[src/rtl/shift_sequencer.sv]
// Multi-cycle barrel-shift sequencer: applies an LSL/LSR/ASR/ROR one bit per cycle
// and returns the result and carry-out via a ready/valid handshake.
module shift_sequencer (
    input  logic        clk,
    input  logic        reset,
    input  logic        Start,
    output logic        InReady,
    input  logic [1:0]  ShiftType,
    input  logic [7:0]  Amount,
    input  logic [31:0] Operand,
    input  logic        CarryIn,
    input  logic        Flush,
    output logic        Busy,
    output logic        OutValid,
    input  logic        OutReady,
    output logic [31:0] Result,
    output logic        CarryOut
);

    typedef enum logic [1:0] {
        IDLE  = 2'b00,
        SHIFT = 2'b01,
        DONE  = 2'b10
    } state_t;

    typedef enum logic [1:0] {
        LSL = 2'b00,
        LSR = 2'b01,
        ASR = 2'b10,
        ROR = 2'b11
    } shift_t;

    state_t      state;
    shift_t      stype;
    logic [5:0]  count;
    logic [31:0] work;
    logic        carry;
    logic [5:0]  eff;
    logic        accept;

    // Effective step count: 33 steps fully drain the register for linear shifts,
    // while rotates only ever need up to 32.
    // NOTE: every variable assigned here gets a default first so no latch is inferred.
    always_comb begin
        eff = 6'd0;
        if (ShiftType == ROR) begin
            if (Amount == 8'd0)
                eff = 6'd0;
            else if (Amount[4:0] == 5'd0)
                eff = 6'd32;
            else
                eff = {1'b0, Amount[4:0]};
        end else if (Amount > 8'd33) begin
            eff = 6'd33;
        end else begin
            eff = Amount[5:0];
        end
    end

    assign accept   = Start & InReady;
    assign Result   = work;
    assign CarryOut = carry;

    // OutValid trails entry into DONE by one cycle, which gives a latency of 1+E.
    // NOTE: all state here uses non-blocking assignments so every flop samples pre-edge values.
    always_ff @(posedge clk or negedge reset) begin
        if (!reset) begin
            state    <= IDLE;
            stype    <= LSL;
            count    <= 6'd0;
            work     <= 32'd0;
            carry    <= 1'b0;
            InReady  <= 1'b1;
            Busy     <= 1'b0;
            OutValid <= 1'b0;
        end else if (Flush) begin
            state    <= IDLE;
            count    <= 6'd0;
            InReady  <= 1'b1;
            Busy     <= 1'b0;
            OutValid <= 1'b0;
        end else begin
            case (state)
                IDLE: begin
                    if (accept) begin
                        work    <= Operand;
                        carry   <= CarryIn;
                        stype   <= shift_t'(ShiftType);
                        count   <= eff;
                        InReady <= 1'b0;
                        Busy    <= 1'b1;
                        state   <= (eff == 6'd0) ? DONE : SHIFT;
                    end
                end
                SHIFT: begin
                    case (stype)
                        LSL: begin
                            carry <= work[31];
                            work  <= {work[30:0], 1'b0};
                        end
                        LSR: begin
                            carry <= work[0];
                            work  <= {1'b0, work[31:1]};
                        end
                        ASR: begin
                            carry <= work[0];
                            work  <= {work[31], work[31:1]};
                        end
                        default: begin
                            carry <= work[0];
                            work  <= {work[0], work[31:1]};
                        end
                    endcase
                    count <= count - 6'd1;
                    if (count == 6'd1)
                        state <= DONE;
                end
                DONE: begin
                    if (!OutValid) begin
                        OutValid <= 1'b1;
                    end else if (OutReady) begin
                        state    <= IDLE;
                        OutValid <= 1'b0;
                        Busy     <= 1'b0;
                        InReady  <= 1'b1;
                    end
                end
                default: state <= IDLE;
            endcase
        end
    end

endmodule

[config.mk]
export PLATFORM = sky130hd
export DESIGN_NAME = shift_sequencer
export DESIGN_NICKNAME = d
export VERILOG_FILES = /design/src/rtl/shift_sequencer.sv
export SDC_FILE = /design/constraint.sdc
export NUM_CORES = 1
export LEC_CHECK = 0
export BUFFER_PORTS_ARGS = -buffer_cell sky130_fd_sc_hd__buf_2
export CAP_MARGIN = 20
export CORE_AREA = 2 2 82 84
export CTS_CLUSTER_DIAMETER = 80
export DETAILED_ROUTE_END_ITERATION = 7
export DIE_AREA = 0 0 84 86
export HOLD_SLACK_MARGIN = 0.12
export PLACE_DENSITY = 0.74
export SLEW_MARGIN = 20
export SYNTH_ARGS = -nofsm -noshare
export SYNTH_HDL_FRONTEND = slang
export SYNTH_SLANG_ARGS = --single-unit
export TNS_END_PERCENT = 1
[constraint.sdc]
create_clock -name clk -period 1.45 [get_ports clk]
set_input_delay 0.145 -clock clk [delete_from_list [all_inputs] [get_ports clk]]
set_output_delay 0.145 -clock clk [all_outputs]
set_load 0.02 [all_outputs]
==> metrics.md <==
| Metric | Value |
|---|---|
| Power Dens Cells | 2100 nW/um2 |
| Htree depth | 2 |
| Final setup margin | -0.127 ns |
| Failing checks | setup timing |
| Leak | 1.80 nW |
| Worst Tran Pin Value | 0.402 ns |
| VDD IR max | 0.929 mV |
| Slew Viols, Final | 0 |
| Worst flop-to-flop path endpoint | Result[20] |
| DRC | 0 |
| Max-slew headroom | 73.0% |
| Final Util | 60.8% |
| Layout fillers | 559 |
| Flop2flop setup slack | -0.13 ns |
| Fmax | 0.634 GHz |
| Cells after Synth | 314 |
| Die width | 84 um |
| Most common cell in the synthesized netlist | nor2_1 |
| Synth unique cells | 43 |
| DRT Wirelength | 7800 um |
| Dominant cells by area after synthesis | dfrtp_1 (39%), a311oi_2 (14%), a21o_1 (8.1%), o21ai_0 (7.0%), nor2_1 (6.1%) |
| Synthesized area | 2870 um2 |
| R2R Path Start | InReady |
| Crit path required time | roughly 1.7 ns |
| Crit Path Max Fanout | 15 |
| Via density | 5.70 |
| # Max-Cap Violations | 0 |
| Die area | a little over 7000 um2 |
| Antenna diodes | 0 |
| Worst setup path category | flip-flop to flip-flop |
| Area after DPL | roughly 3600 um2 |
| Die Span Y | 86 um |
| Core area | ~6300 um2 |
| Period Utilization, post-route | 109% |
| DRT iter0 DRCs | roughly 160 |
| Post-synthesis average cell area | 9.15 um2 |
| Final hold viol count | 0 |
| #FFs+latches synth | 46 |
| Pin count of the biggest net entering global routing | 35 |
| Final HPWL DP | 5560 um |
| Ys flop type | dfrtp_1 |
| Total power | around 0.0080 W |
| GRT overflow | 0 |
| WP data arrival | roughly 1.8 ns |
| Cell area after layout | 3810 um2 |
| Most frequent cells after synthesis | nor2_1 (47), dfrtp_1 (45), nand2_1 (42) |
| CTS Sinks | between 40 and 50 |
| IO Port Bufs | 83 |
| Synth top area share | just under 40% |
| Clk_lat worst skew | about 0.3 ns |
| Drt wl/cell | 15.8 um |
| Effective utilization at floorplan | 45.8% |
| Post-synth EDFFs | 0 |
| Synth Warn # | 0 |
| Worst reg-to-reg path cell count | 5 |
| Syn_nets | approximately 360 |
| CTS tree | built |
| Global placer's final weighted congestion | 0.808 |
| Register Area | 1150 um2 |
| Maximum root-to-sink buffer count | 2 |
| Worst min-delay path category | input pin to flip-flop |
| Register area share after synthesis | 40.1% |
| Worst setup path startpoint | InReady |
| Reg clk slew, reported paths | 0.09 ns |
| # nets final | 467 |
| Layout overhead on the synthesized area | 32.7% |
| Layout cells sized above 1 | 41.1% |
| Outcome | complete, but fails checks |
| Fin crit period | 1.58 ns |
| CP endpoint kind | flip-flop |
| Via Count | 2823 |
| Multi-input gate area | 1640 um2 |
| Startpoint types | flip-flop |
| Post-synth top area cell | dfrtp_1 |
| Initial antenna violation count | 0 |
| Number of nets with antenna violations after routing | 0 |
| Num CTS Buffers | 5 |
| Ports | 84 |
| Vias in the first global route | around 2600 |
| Synth async-reset ratio | 100% |
| First-pass GRT wire length | 12300 um |
| Root buffer cell | clkbuf_8 |
| RSZ-0062 raised after global routing | yes |
| Gr usage total | approximately a fifth |
| TritonRoute pass-1 iters | 4 |
| Crit path to | Result[20] |
| Site Rows | 29 |
| Final setup vio count | 41 |
| Fin Clk Skew | 0.0114 ns |
[stage by stage]
step                      instances  hold slack (ns)  setup slack [ns]  TNS (ns)
after global routing            495            0.132            -0.188     -6.24
after global placement          479           0.0920            -0.223     -5.74
final                           495            0.129            -0.127     -3.87
after floorplan                 314           -0.151            -0.181     -5.80
after detailed placement        479           0.0919            -0.260     -6.88
after CTS                       492            0.136            -0.109     -2.75
[power by group]
group / switching, W / leakage, nW / internal (W)
clock: 0.000468 / 0.0441 / 0.000340
combinational: 0.00279 / 1.18 / 0.00193
sequential: 0.000613 / 0.573 / 0.00187
[cell usage in the layout (no fill, tap or decap), drive strengths merged, types with 2 or more instances in the layout]
master | synthesis | routed
a21o | 31 | 31
a21oi | 4 | 4
a221oi | 2 | 2
a311oi | 32 | 32
a31oi | 2 | 2
buf | 15 | 116
clkbuf | 11 | 6
clkinv | 0 | 2
dfrtp | 45 | 45
dlygate4sd3 | 0 | 5
ha | 2 | 2
inv | 5 | 5
mux2 | 3 | 3
nand2 | 42 | 42
nand2b | 2 | 2
nand3 | 4 | 4
nor2 | 47 | 47
nor3 | 5 | 5
nor3b | 2 | 2
o21ai | 40 | 40
o311ai | 2 | 2
or3 | 2 | 2
[flip-flops by register name, summed over array words and instances (netlist names)]
name / cells
OutValid: 1
Result: 32
Busy: 1
CarryOut: 1
count: 6
state: 2
stype: 2
InReady: 1
[cell families (layout without fill, tap and decap cells)]
group                      Yosys count  after routing  synth area share [%]
buffers and inverters               31            135                  5.66
DFF                                 46             46                  40.1
adders and majority gates            2              2                 0.871
AOI/OAI and AO/OA                  122            122                  35.8
and+or+nand+nor                    109            109                  16.1
muxes                                4              4                  1.52
[layout make-up]
type	instances	area share [%]
sequential	46	30.2
clock inverter	3	0.558
multi-input combinational	237	43.0
timing repair buffer	122	21.4
tap	77	2.53
inverter	5	0.492
clock buffer	5	1.80
[worst min path at each step]
stage / startpoint / end / slack [ns] / cells after the start
floorplan: reset / Busy / -0.15 / 0
finish: Amount[4] / count[4] / 0.13 / 3
global placement: reset / OutValid / 0.09 / 1
CTS: Operand[0] / Result[0] / 0.14 / 3
detailed placement: reset / OutValid / 0.09 / 1
global route: Amount[4] / count[4] / 0.13 / 3
[critical path: stages (launching register included)]
cell	delay, ns
dfstp_2	0.56
a21oi_2	0.06
or3_4	0.39
buf_12	0.18
a311oi_2	0.21
a21o_1	0.12
[timing repair]
action                                  CTS  global route
hold buffers                              5             0
pin swaps                                 0             3
endpoints found under the hold margin    39             0
cloned                                    0             1
buffers inserted                          0             2
resized for setup                         6            11
endpoints found under the setup margin   39            42
[layer usage]
| metal | part of all wire (%) | up-vias | wire length, um | global-route usage, % |
|---|---|---|---|---|
| met2 | 48 | 94 | 3760 | 35.3 |
| met3 | 5.3 | 6 | 411 | 3.85 |
| li1 | - | 1361 | - | - |
| met1 | 46 | 1362 | 3550 | 27.8 |
| met5 | 0 | - | 0 | 0 |
| met4 | 0.95 | 0 | 74 | 4.84 |
Power figures use the tool's default switching activity.
